--- src/rtl/ifetch_prefetch_buffer.sv ---
// -----------------------------------------------------------------------------
// ifetch_prefetch_buffer
//
// Instruction prefetch queue sitting between the instruction memory bus and the
// IF stage of the RV32IM core. It issues sequential word fetches ahead of the
// core, absorbs variable memory latency, and hands the core {pc, instr, pc+4}
// through a valid/ready handshake. A redirect flushes the queue and arranges for
// the responses that are still in flight to be thrown away.
//
// Parameters
//   RESET_PC         first fetch address after reset (word aligned)
//   DEPTH            queue entries (power of 2, >= 2)
//   MAX_OUTSTANDING  memory requests in flight, counting ones being dropped
//
// Ports
//   clk, rst            clock; synchronous active-high reset
//   redirect_valid_i    restart the fetch stream at redirect_pc_i this cycle
//   redirect_pc_i       new fetch PC (bits [1:0] ignored)
//   imem_req_valid_o    fetch request valid
//   imem_req_addr_o     fetch word address
//   imem_req_ready_i    memory accepts the request
//   imem_resp_valid_i   read data valid (in request order, latency >= 1)
//   imem_resp_rdata_i   instruction word
//   if_valid_o          queue head valid
//   if_pc_o             PC of head instruction
//   if_instr_o          head instruction word
//   if_pc_plus_4_o      if_pc_o + 4 (mod 2^32)
//   if_ready_i          core consumes the head this cycle
// -----------------------------------------------------------------------------
module ifetch_prefetch_buffer #(
    parameter logic [31:0] RESET_PC        = 32'h0000_0000,
    parameter int          DEPTH           = 4,
    parameter int          MAX_OUTSTANDING = 2
) (
    input  logic        clk,
    input  logic        rst,
    input  logic        redirect_valid_i,
    input  logic [31:0] redirect_pc_i,
    output logic        imem_req_valid_o,
    output logic [31:0] imem_req_addr_o,
    input  logic        imem_req_ready_i,
    input  logic        imem_resp_valid_i,
    input  logic [31:0] imem_resp_rdata_i,
    output logic        if_valid_o,
    output logic [31:0] if_pc_o,
    output logic [31:0] if_instr_o,
    output logic [31:0] if_pc_plus_4_o,
    input  logic        if_ready_i
);

    localparam int PW = $clog2(DEPTH);
    localparam int CW = $clog2(DEPTH) + 1;
    localparam int OW = $clog2(MAX_OUTSTANDING) + 1;

    logic [31:0]   fetch_pc;   // address of the next request to issue
    logic [31:0]   resp_pc;    // PC belonging to the next kept response
    logic [CW-1:0] count;      // valid queue entries
    logic [OW-1:0] inflight;   // issued requests whose data will be kept
    logic [OW-1:0] drop;       // issued requests whose data will be discarded
    logic [PW-1:0] rd_ptr;
    logic [PW-1:0] wr_ptr;
    logic          started;    // holds requests off for the cycle after reset

    logic [31:0]   pc_mem    [DEPTH];
    logic [31:0]   instr_mem [DEPTH];

    logic          have_room;
    logic          have_credit;
    logic          req_fire;
    logic          resp_live;
    logic          push;
    logic          pop;
    logic [31:0]   redirect_pc_aligned;
    logic          unused_redirect_lsbs;

    assign redirect_pc_aligned  = {redirect_pc_i[31:2], 2'b00};
    assign unused_redirect_lsbs = ^redirect_pc_i[1:0];

    // Every issued, kept request owns a queue slot, so a response can always
    // be pushed even when the core is not popping.
    assign have_room   = (32'(count) + 32'(inflight)) < 32'(DEPTH);
    assign have_credit = (32'(inflight) + 32'(drop)) < 32'(MAX_OUTSTANDING);

    // Credit only grows while a request waits, so valid/addr stay stable
    // until the handshake without any extra holding logic.
    assign imem_req_valid_o = started & ~rst & ~redirect_valid_i & have_room & have_credit;
    assign imem_req_addr_o  = fetch_pc;
    assign req_fire         = imem_req_valid_o & imem_req_ready_i;

    // A response with nothing outstanding is a protocol error and is ignored.
    assign resp_live = imem_resp_valid_i & ((inflight != '0) | (drop != '0));
    assign push      = ~rst & ~redirect_valid_i & resp_live & (drop == '0);

    assign if_valid_o     = ~rst & ~redirect_valid_i & (count != '0);
    assign pop            = if_valid_o & if_ready_i;
    assign if_pc_o        = pc_mem[rd_ptr];
    assign if_instr_o     = instr_mem[rd_ptr];
    assign if_pc_plus_4_o = pc_mem[rd_ptr] + 32'd4;

    // NOTE: sequential state uses non-blocking assignments so every register
    // samples the pre-edge value of the others, independent of statement order.
    always_ff @(posedge clk) begin
        if (rst) begin
            fetch_pc <= RESET_PC;
            resp_pc  <= RESET_PC;
            count    <= '0;
            inflight <= '0;
            drop     <= '0;
            rd_ptr   <= '0;
            wr_ptr   <= '0;
            started  <= 1'b0;
        end else begin
            started <= 1'b1;
            if (redirect_valid_i) begin
                // Everything still in flight becomes a dropped response; one
                // arriving this very cycle is already consumed here.
                fetch_pc <= redirect_pc_aligned;
                resp_pc  <= redirect_pc_aligned;
                count    <= '0;
                rd_ptr   <= '0;
                wr_ptr   <= '0;
                inflight <= '0;
                drop     <= drop + inflight - OW'(resp_live);
            end else begin
                if (req_fire) begin
                    fetch_pc <= fetch_pc + 32'd4;
                end
                if (push) begin
                    resp_pc <= resp_pc + 32'd4;
                    wr_ptr  <= wr_ptr + PW'(1);
                end
                if (pop) begin
                    rd_ptr <= rd_ptr + PW'(1);
                end
                count    <= count + CW'(push) - CW'(pop);
                inflight <= inflight + OW'(req_fire) - OW'(push);
                if (resp_live && (drop != '0)) begin
                    drop <= drop - OW'(1);
                end
            end
        end
    end

    // NOTE: queue storage is not reset; count and the pointers decide which
    // entries hold meaningful data, so clearing the array would be wasted logic.
    always_ff @(posedge clk) begin
        if (push) begin
            pc_mem[wr_ptr]    <= resp_pc;
            instr_mem[wr_ptr] <= imem_resp_rdata_i;
        end
    end

endmodule

--- config.mk ---
export PLATFORM = sky130hd
export DESIGN_NAME = ifetch_prefetch_buffer
export DESIGN_NICKNAME = d
export VERILOG_FILES = /design/src/rtl/ifetch_prefetch_buffer.sv
export SDC_FILE = /design/constraint.sdc
export NUM_CORES = 1
export LEC_CHECK = 0
export ABC_AREA = 0
export CAP_MARGIN = 20
export CORE_MARGIN = 10
export CORE_UTILIZATION = 59
export DETAILED_ROUTE_END_ITERATION = 6
export PLACE_DENSITY = 0.95
export SLEW_MARGIN = 20
export SYNTH_ARGS = -nofsm -noshare
export SYNTH_HDL_FRONTEND = slang
export SYNTH_SLANG_ARGS = --single-unit
--- constraint.sdc ---
create_clock -name clk -period 4.6 [get_ports clk]
set_input_delay 0.92 -clock clk [delete_from_list [all_inputs] [get_ports clk]]
set_output_delay 0.92 -clock clk [all_outputs]
set_load 0.02 [all_outputs]
; ---- Word level (Yosys, flattened, before mapping)
; Memory sizes are Yosys's and may differ from the RTL's. A register that Yosys moved wholly into a read port is not among the register bits.
; Cells that the tools add are included.
[totals]
register_bits = 76
latch_bits = 0
ramBits = 256
mem_bits_ro = 0
input_bits = 70
out_inout_bits = 130
elab_cells = 64
mem_count = 2
[memory_table]
columns = memory, words, width, rd, rd_clocked_by_memory_dff, wr, line_no
row1 = instr_mem, 4, 32, 1, 1, 1, 65  ; logic [31:0] instr_mem [DEPTH];
row2 = pc_mem, 4, 32, 1, 1, 1, 64  ; logic [31:0] pc_mem [DEPTH];
[op_classes]
addsub = 14
multipliers = 0
div = 0
magnitude_cmp = 2
n_eq_ne = 0
shift = 0
muxes = 13
bitwise = 14
n_reduce_logical = 9
[ops]
columns = operator, n
row1 = 32-bit 2-to-1 mux, 4
row2 = 32-bit by 3-bit adder with 32-bit output (second input constant), 3
row3 = 2-bit 2-to-1 mux, 6
row4 = 1-bit AND, 11
row5 = 2-bit nonzero test, 5
row6 = 2-bit by 1-bit adder with 2-bit output (second input constant), 2
row7 = 3-bit by 2-bit adder with 4-bit output, 1
row8 = 4-bit by 3-bit < comparator with 1-bit output (second input constant), 1
row9 = 2-bit by 1-bit subtractor with 2-bit output, 2
row10 = 2-bit by 2-bit adder with 3-bit output, 1
row11 = 3-bit by 1-bit adder with 3-bit output, 1
row12 = 3-bit by 2-bit < comparator with 1-bit output (second input constant), 1
row13 = 1-bit 2-to-1 mux, 3
row14 = 3-bit nonzero test, 1
row15 = 3-bit by 1-bit subtractor with 3-bit output, 1
row16 = 2-bit by 1-bit adder with 2-bit output, 1
row17 = 2-bit adder, 1
row18 = 2-bit zero test, 1
row19 = 1-bit NOT, 2
row20 = 2-bit OR reduction, 1
row21 = 2-bit by 1-bit subtractor with 2-bit output (second input constant), 1
row22 = 1-bit logical AND, 1
row23 = 1-bit bitwise OR, 1

; ---- Longest topological paths before layout
; Gate-level depths: netlist of the first run.
[depth]
depth_word = 8
depth_mapped = 12
depth_no_buf = 12

; ---- Worst setup path before layout of the first run
; Ideal clock, no wire load.
[synth_timing]
path_type = input to register
startpoint = in redirect_valid_i
endpoint = mem instr_mem[0][0], enable pin
setup_ps = 427
arrival_ps = 2950
required_ps = 4173
setup_slack_ps = 1223
cell_stages = 3
path_buffers = 1
cell_sequence = clkbuf_1 nor2_1 and3_1
[synth_between]
elab_chain_cells = 6
[synth_lines]
columns = element, line_no
row1 = from (decl), 37  ; input logic redirect_valid_i,
row2 = 1-bit NOT, 92  ; assign push = ~rst & ~redirect_valid_i & resp_live & (drop == '0);
row3 = 1-bit AND (3 in series), 92
row4 = 1-bit 2-to-1 mux, 147  ; if (push) begin
row5 = 1-bit 2-to-1 mux (not written as such), 149  ; instr_mem[wr_ptr] <= imem_resp_rdata_i;
row6 = to (decl), 65
; No other way between the ends.

==> results of run 1 <==
-- Yosys cell counts (10+ instances only) --
library cell  instances  share of area [%]
edfxtp_1            248                 55
dfxtp_1              74                 11
xnor2_1              73                4.7
mux4_2               62                 10
a21boi_0             46                2.5
nand2_1              41                1.1
nand3_1              29                1.1
inv_1                28               0.77
nor3_1               28                1.0
nor2_1               27               0.75
o21a_1               25                1.4
clkbuf_1             23               0.64
nand4_1              19               0.87
nor4_1               18               0.83
ha_1                 16                1.5
and3_1               14               0.64
xor2_1               13               0.84
a21oi_1              10               0.37
and4_1               10               0.64
-- metal layers --
| layer | vias to the layer above | global-route usage, % |
|---|---|---|
| met1 | 4125 | 27.1 |
| li1 | 3766 | - |
| met4 | 0 | 5.77 |
| met2 | 410 | 34.8 |
| met5 | - | 0 |
| met3 | 55 | 5.45 |
-- logic make-up after synthesis --
family                   Yosys count
adder cells (fa/ha/maj)           18
buffers and inverters             71
flip-flops                       322
AND/OR/NAND/NOR                  211
AO/OA/AOI/OAI                    101
XOR/XNOR                          86
multiplexers                      65
other                              1
-- power breakdown --
| part | total [uW] | internal, uW | switching [uW] |
|---|---|---|---|
| logic | 297 | 154 | 143 |
| registers | 3240 | 3170 | 70.1 |
| clock network | 2440 | 1410 | 1030 |
-- stage by stage --
stage / util [%] / cell area, um2 / setup slack, ns / instances / hold slack, ns
after floorplan: - / 13600 / 1.22 / 880 / 0.466
after global placement: 69.9 / 15800 / 0.705 / 1330 / 0.480
after detailed placement: 69.9 / 15800 / 0.678 / 1330 / 0.494
after CTS: 74.2 / 16800 / 0.0748 / 1385 / 0.502
after global routing: 74.4 / 16800 / 0.0770 / 1386 / 0.530
final: 74.4 / 16800 / 0.312 / 1387 / 0.500
-- flip-flops by register name, summed over array words and instances (netlist names), named ones only --
signal / count
resp_pc: 30
inflight: 2
count: 3
drop: 2
imem_req_addr_o: 30
started: 1
instr_mem: 128
rd_ptr: 2
pc_mem: 120
wr_ptr: 2
-- critical path: stages (launching register included) --
cell	delay (ns)
dfxtp_4	0.52
mux4_2	0.62
ha_1	0.25
nand3_1	0.22
nor4_4	0.05
buf_4	0.20
and2b_1	0.18
xnor2_1	0.12
clkdlybuf4s50_1	0.63
-- timing repair --
| item | in CTS | in global routing |
|---|---|---|
| setup endpoints to repair | 0 | 4 |
| setup buffers | 0 | 1 |
| resized for setup | 0 | 1 |
-- cell type report --
type	count	area (um2)
Sequential cell	322	8940
Fill cell	1285	5800
Multi-Input combinational cell	487	4340
Timing Repair Buffer	209	2120
Clock buffer	35	801
Tap cell	285	357
Clock inverter	20	178
Inverter	28	105
Antenna cell	1	2.50
-- how the worst max path moves through the flow --
stage / cells after the start / start / endpoint / slack, ns
after CTS: 8 / flip-flop / if_pc_plus_4_o[31] / 0.07
final: 8 / flip-flop / if_pc_plus_4_o[18] / 0.31
after detailed placement: 8 / flip-flop / if_pc_plus_4_o[31] / 0.68
after global placement: 8 / flip-flop / if_pc_plus_4_o[31] / 0.71
after global routing: 8 / flip-flop / if_pc_plus_4_o[30] / 0.08
after floorplan: 3 / redirect_valid_i / instr_mem[0][0] / 1.22
==> impl_metrics.tcl, run 1 <==
set metrics [dict create \
    wl_met3_mm 3.17 \
    ant_nets 0 \
    critPathKind "flip-flop to output pin" \
    fin_crit_sh_pct 93.2 \
    synth_top_family_by_area "multiplexers" \
    worst-slew-pin-transition_ns 0.888 \
    tns_ns 0 \
    rsz0062_at_grt "no" \
    setup_viol 0 \
    grt_pass1_wl_mm 48.6 \
    synth_ff_type "edfxtp_1" \
    cts_buffer_depth 3 \
    cts.sinks 322 \
    io_buffers 191 \
    layout_common_cells "edfxtp_1, clkdlybuf4s50_1, xnor2_1" \
    post_drt_wl_per_cell_um 22.8 \
    ctsRootBufferMaster "clkbuf_16" \
    die_area_um2 29500 \
    clk_pin_slew_ns 0.06 \
    die_w_um 172 \
    area_delta_synth_final_pct 23.9 \
    cts_tree "built" \
    fin_worst_skew_ns 0.0129 \
    grt_start_max_net_pins 63 \
    synth_simple_gate_area_share_pct 8.58 \
    first_pass_iters 5 \
    fmax_mhz 233 \
    io_pins 200 \
    power.leakage_uw 0.00544 \
    postCtsHoldBufs 0 \
    r2r-end "inflight[1]" \
    yosys.area_share.adder_pct 1.77 \
    hold_viol 0 \
    synth-edff-count 248 \
    arrival_ns 3.37 \
    numCtsBuffers 31 \
    fp.coreArea_um2 22600 \
    cts.htree.levels 1 \
    synth_cell_types 54 \
    wl_met1_mm 12.5 \
    finalPower_uw 5980 \
    die_y_um 172 \
    maxSlewViolCount 0 \
    cp_max_fo 12 \
    yosysSeqAreaShare_pct 65.7 \
    clock_latency_ns 0.55 \
    status "complete, no violations" \
    drt_iter0_drc 633 \
    gp_congestion 0.887 \
    synth_compound_area_share_pct 5.36 \
    r2r_slack_ns 1.76 \
    worstHoldPathCells 2 \
    synth_seq_cells 322 \
    worstHoldStart "wr_ptr[0]" \
    hold_class "flip-flop to flip-flop" \
    synthXorXnorAreaFrac_pct 5.54 \
    ys_warn_count 0 \
    core.rowCount 55 \
    relSlewSlack_pct 40.7 \
    initial_core_util_pct 60.0 \
    power_density_nw_per_um2 355 \
    syn_area_um2 13600 \
    endpoint_kind "output pin" \
    worstReg2RegStart "inflight[0]" \
    holdPathEnd "wr_ptr[0]" \
    syn_area_per_cell_um2 15.5 \
    fin_crit_ns 4.29 \
    vias 8356 \
    vias_per_cell 6.02 \
    route.met2.wl_mm 15.2 \
    synth_mux_area_share_pct 10.5 \
    antenna_found_initial 1 \
    layout-drive-gt1-share_pct 13.1 \
    worst-r2r-cell-count 11 \
    grt_overflow 0 \
    worstPathRequired_ns 3.68 \
    synthCells 875 \
    drc_errors 0 \
    wirelength_mm 31.6 \
    async_flop_share_pct 0 \
    routed.top_layer "met4" \
    grt_use_total_pct 21.1 \
    start_kind "flip-flop" \
    vdd_ir_drop_max_v 0.000318 \
    grt_pass1_vias 8678 \
    cap_violations 0 \
    layout.nets 1167 \
    dp_hpwl_mm 21.1 \
    layout_commonest_cell "edfxtp_1" \
]
Power figures use the tool's default switching activity.
==> run 2, diff against run 1 <==
- CORE_MARGIN: 10 -> 4
==> impl_metrics.tcl, run 2 (synthesis gave the netlist of run 1 again) <==
set metrics [dict create \
    vdd_ir_drop_max_v 0.000263 \
    ctsRootBufferMaster "clkbuf_16" \
    multi_input_area_um2 4340 \
    first_pass_iters 5 \
    status "complete, no violations" \
    start_kind "flip-flop" \
    maxSlewViolCount 0 \
    grt_start_max_net_pins 63 \
    gp_congestion 0.803 \
    power.leakage_uw 0.00539 \
    worst-r2r-cell-count 11 \
    cts.htree.levels 1 \
    worstPathRequired_ns 3.68 \
    fin_worst_skew_ns 0.0188 \
    regMostFlops "instr_mem" \
    grt_use_total_pct 22.8 \
    dp_hpwl_mm 19.5 \
    fp.coreArea_um2 22600 \
    final_cell_count_no_fill 1385 \
    tns_ns 0 \
    postCtsHoldBufs 0 \
    layout.nets 1166 \
    largest_reg_flops 128 \
    layout_commonest_cell "edfxtp_1" \
    io_buffers 191 \
    r2r_slack_ns 1.72 \
    die_w_um 160 \
    initial_core_util_pct 60.0 \
    post_drt_wl_per_cell_um 21.5 \
    r2r-end "inflight[1]" \
    numCtsBuffers 30 \
    io_pins 200 \
    top_regs "instr_mem: 128 flops, pc_mem: 120 flops" \
    hold_viol 0 \
    rsz0062_at_grt "no" \
    vias 8303 \
    clk_pin_slew_ns 0.07 \
    nFillCells 1302 \
    grt_pass1_vias 8453 \
    diodes 0 \
    fmax_mhz 232 \
    grt_pass1_wl_mm 46.6 \
    fin_crit_sh_pct 93.8 \
    critPathKind "flip-flop to output pin" \
    worst-slew-pin-transition_ns 1.04 \
    endpoint_kind "output pin" \
    cap_violations 0 \
    cts_tree "built" \
    area_delta_synth_final_pct 23.3 \
    grt_overflow 0 \
    setup_viol 0 \
    layout_common_cells "edfxtp_1, clkdlybuf4s50_1, xnor2_1" \
    clock_latency_ns 0.55 \
    cts.sinks 322 \
    layout-drive-gt1-share_pct 12.5 \
    relSlewSlack_pct 30.2 \
    arrival_ns 3.39 \
    drc_errors 0 \
    crit_path_end "if_pc_plus_4_o[24]" \
    die_y_um 160 \
    worstReg2RegStart "inflight[0]" \
    vias_per_cell 5.99 \
    drt_iter0_drc 773 \
    power_density_nw_per_um2 346 \
    dp.cells 1330 \
    wirelength_mm 29.8 \
    cts_buffer_depth 3 \
    hold_class "flip-flop to flip-flop" \
    fin_crit_ns 4.31 \
    ant_nets 0 \
    core.rowCount 55 \
    die_area_um2 25500 \
    antenna_found_initial 0 \
    cp_max_fo 12 \
    final-seq-area_um2 8940 \
]
## run 2: cell types whose count changed in the layout (fill, tap and decap cells not counted), sizes merged
cell | before | now
diode | 1 | 0
clkbuf | 35 | 42
bufinv | 3 | 0
clkinv | 15 | 10
## run 2: worst min path at each step
stage                         start        end  slack [ns]  cells after the start
after global placement    wr_ptr[0]  wr_ptr[0]        0.48                      2
final                     wr_ptr[0]  wr_ptr[0]        0.50                      2
after global routing      wr_ptr[0]  wr_ptr[0]        0.53                      2
after floorplan           wr_ptr[0]  wr_ptr[0]        0.47                      2
after detailed placement  wr_ptr[0]  wr_ptr[0]        0.49                      2
after CTS                 wr_ptr[0]  wr_ptr[0]        0.50                      2
## run 2: metal layers
metal	GRT usage [%]	vias up	wire (um)
met3	3.87	50	2370
met4	5.29	0	566
met5	0	-	0
met1	31.6	4094	12000
li1	-	3767	-
met2	38.5	392	14800
## run 2: power breakdown
part / total (uW) / switching [uW] / internal, uW
Combinational: 296 / 142 / 154
Sequential: 3240 / 68.1 / 3170
Clock: 2260 / 990 / 1270
Total: 5800 / 1200 / 4600
## run 2: layout make-up
| class | instances | share of cell area (%) |
|---|---|---|
| clock buffer | 42 | 5.06 |
| multi-input combinational | 487 | 25.9 |
| inverter | 28 | 0.628 |
| timing repair buffer | 209 | 12.6 |
| clock inverter | 12 | 0.329 |
| sequential | 322 | 53.4 |
| tap | 285 | 2.13 |
## run 2: critical path: stages (launching register included)
cell             delay [ns]
dfxtp_4                0.51
buf_4                  0.27
mux4_2                 0.28
nand4_1                0.23
nor4_4                 0.29
buf_4                  0.25
nand4_1                0.14
xnor2_1                0.19
clkdlybuf4s50_1        0.68
## run 2: timing repair
item | in CTS | in global routing
setup endpoints to repair | 0 | 3
setup buffers | 0 | 1
resized for setup | 0 | 1
## run 2: per-stage QoR
stage	cell area (um2)	utilization [%]	setup slack (ns)	total power (uW)	hold WS, ns
after CTS	16700	73.9	0.0326	5830	0.499
after detailed placement	15800	69.9	0.637	3590	0.491
after global placement	15800	69.9	0.689	3580	0.480
after global routing	16700	74.0	0.0732	5990	0.532
final	16700	74.0	0.286	5800	0.501
after floorplan	13600	-	1.22	3430	0.466
==> run 3, diff against run 2 <==
- CORE_UTILIZATION: 59 -> 50
- PLACE_DENSITY: 0.95 -> 0.83
==> impl_metrics.tcl, run 3 (synthesis gave the netlist of run 1 again) <==
set metrics [dict create \
    status "complete, no violations" \
    diodes 0 \
    vias 8152 \
    dp.cells 1387 \
    wirelength_mm 29.4 \
    fin_crit_sh_pct 95.0 \
    layout.nets 1170 \
    grt_pass1_vias 8154 \
    setup_viol 0 \
    power_density_nw_per_um2 357 \
    endpoint_kind "output pin" \
    preCtsSetupSlack_ns 0.628 \
    initial_core_util_pct 50.5 \
    worstHoldStart "wr_ptr[0]" \
    critPathSlowestCell "mux4_2" \
    relSlewSlack_pct 38.8 \
    cp_max_fo 20 \
    fin_worst_skew_ns 0.0109 \
    worstReg2RegStart "inflight[0]" \
    regMostFlops "instr_mem" \
    critPathKind "flip-flop to output pin" \
    dp_hpwl_mm 19.5 \
    numCtsBuffers 34 \
    die_area_um2 29900 \
    fin_crit_ns 4.37 \
    rsz0062_at_grt "no" \
    post_drt_wl_per_cell_um 20.3 \
    hold_class "flip-flop to flip-flop" \
    r2r_slack_ns 1.82 \
    worstPathRequired_ns 3.68 \
    netSwitchingFraction_pct 20.9 \
    r2r-end "inflight[1]" \
    arrival_ns 3.45 \
    area_delta_synth_final_pct 24.6 \
    clk_pin_slew_ns 0.06 \
    power.leakage_uw 0.00545 \
    first_pass_iters 4 \
    largest_reg_flops 128 \
    grt_overflow 0 \
    final_cell_count_no_fill 1447 \
    setup_ws_ns 0.232 \
    cts_setup_buffers 0 \
    start_kind "flip-flop" \
    postCtsHoldBufs 0 \
    grt_use_total_pct 19.4 \
    maxSlewViolCount 0 \
    layout-drive-gt1-share_pct 12.8 \
    cts_buffer_depth 3 \
    fp.coreArea_um2 26900 \
    seqPwrFrac_pct 53.6 \
    pwr-share-comb_pct 4.9 \
    core.rowCount 60 \
    cts.htree.levels 2 \
    top_regs "instr_mem: 128 flops, pc_mem: 120 flops" \
    cts_tree "built" \
    layout_commonest_cell "edfxtp_1" \
    hold_viol 0 \
    ctsRootBufferMaster "clkbuf_16" \
    antenna_found_initial 0 \
    cts.sinks 322 \
    critical-path-max-stage-delay_ns 0.63 \
    placed_area_um2 15900 \
    io_pins 200 \
    die_w_um 173 \
    cap_violations 0 \
    path_cells "mux4_2, ha_1, nand3_1, nor4_4, buf_4, and2b_1, xnor2_1, clkdlybuf4s50_1" \
    grt_start_max_net_pins 63 \
    drc_errors 0 \
    worstHoldPathCells 2 \
    clkPwrFrac_pct 41.5 \
    ant_nets 0 \
    clock_latency_ns 0.51 \
    fmax_mhz 229 \
    io_buffers 191 \
    stdcell_area_um2 16900 \
    ctsResizeCount 0 \
    layout_common_cells "edfxtp_1, clkdlybuf4s50_1, xnor2_1" \
    drt_iter0_drc 631 \
    worst-r2r-cell-count 11 \
    tns_ns 0 \
    worst-slew-pin-transition_ns 0.910 \
    vdd_ir_drop_max_v 0.000229 \
    power.switching_uw 1260 \
    power.internal_uw 4780 \
    die_y_um 173 \
    gp_congestion 0.818 \
    holdPathEnd "wr_ptr[0]" \
    grt_pass1_wl_mm 46.4 \
    vias_per_cell 5.63 \
]
-- run 3: layout make-up --
class | instances | area (um2)
timing repair buffer | 209 | 2100
inverter | 28 | 105
tap | 341 | 427
sequential | 322 | 8930
fill | 1907 | 9950
clock inverter | 19 | 123
multi-input combinational | 487 | 4340
clock buffer | 41 | 898
-- run 3: power by group through the flow --
| stage | combinational (uW) | sequential, uW | clock, uW |
|---|---|---|---|
| 2_1_floorplan | 134 | 3300 | 0 |
| 4_1_cts | 296 | 3240 | 2550 |
| 5_1_grt | 322 | 3250 | 2680 |
| 3_3_place_gp | 285 | 3290 | 0 |
| 3_5_place_dp | 292 | 3300 | 0 |
| 6_report | 296 | 3240 | 2500 |
-- run 3: metal layers --
| metal | track usage [%] | share of wire [%] | vias to the layer above |
|---|---|---|---|
| met2 | 31.1 | 48 | 318 |
| met4 | 5.45 | 2.1 | 0 |
| li1 | - | - | 3768 |
| met1 | 26.9 | 42 | 4025 |
| met3 | 4.63 | 7.8 | 41 |
| met5 | 0 | 0 | - |
-- run 3: stage by stage --
step | util [%] | total power [uW] | hold WS [ns]
final | 63.0 | 6040 | 0.509
after global routing | 63.0 | 6240 | 0.519
after CTS | 63.0 | 6080 | 0.504
after detailed placement | 59.2 | 3590 | 0.491
after global placement | 59.2 | 3580 | 0.478
after floorplan | - | 3430 | 0.466
-- run 3: worst max-delay path by stage --
stage                     start                  to  slack [ns]  cells past startpoint
4_1_cts               flip-flop  if_pc_plus_4_o[31]         0.1                      8
3_5_place_dp          flip-flop  if_pc_plus_4_o[31]        0.63                      8
2_1_floorplan  redirect_valid_i     instr_mem[0][0]        1.22                      3
5_1_grt               flip-flop  if_pc_plus_4_o[31]       0.003                      8
6_report              flip-flop  if_pc_plus_4_o[18]        0.23                      8
3_3_place_gp          flip-flop  if_pc_plus_4_o[31]        0.64                      8
-- run 3: worst max-delay path, delay by kind of cell, from the launching register on --
family / cells / cell delay [ns]
xor+xnor: 1 / 0.15
flops: 1 / 0.59
simple gates: 3 / 0.49
buf+inv: 2 / 0.83
mux: 1 / 0.63
fa+ha+maj: 1 / 0.25
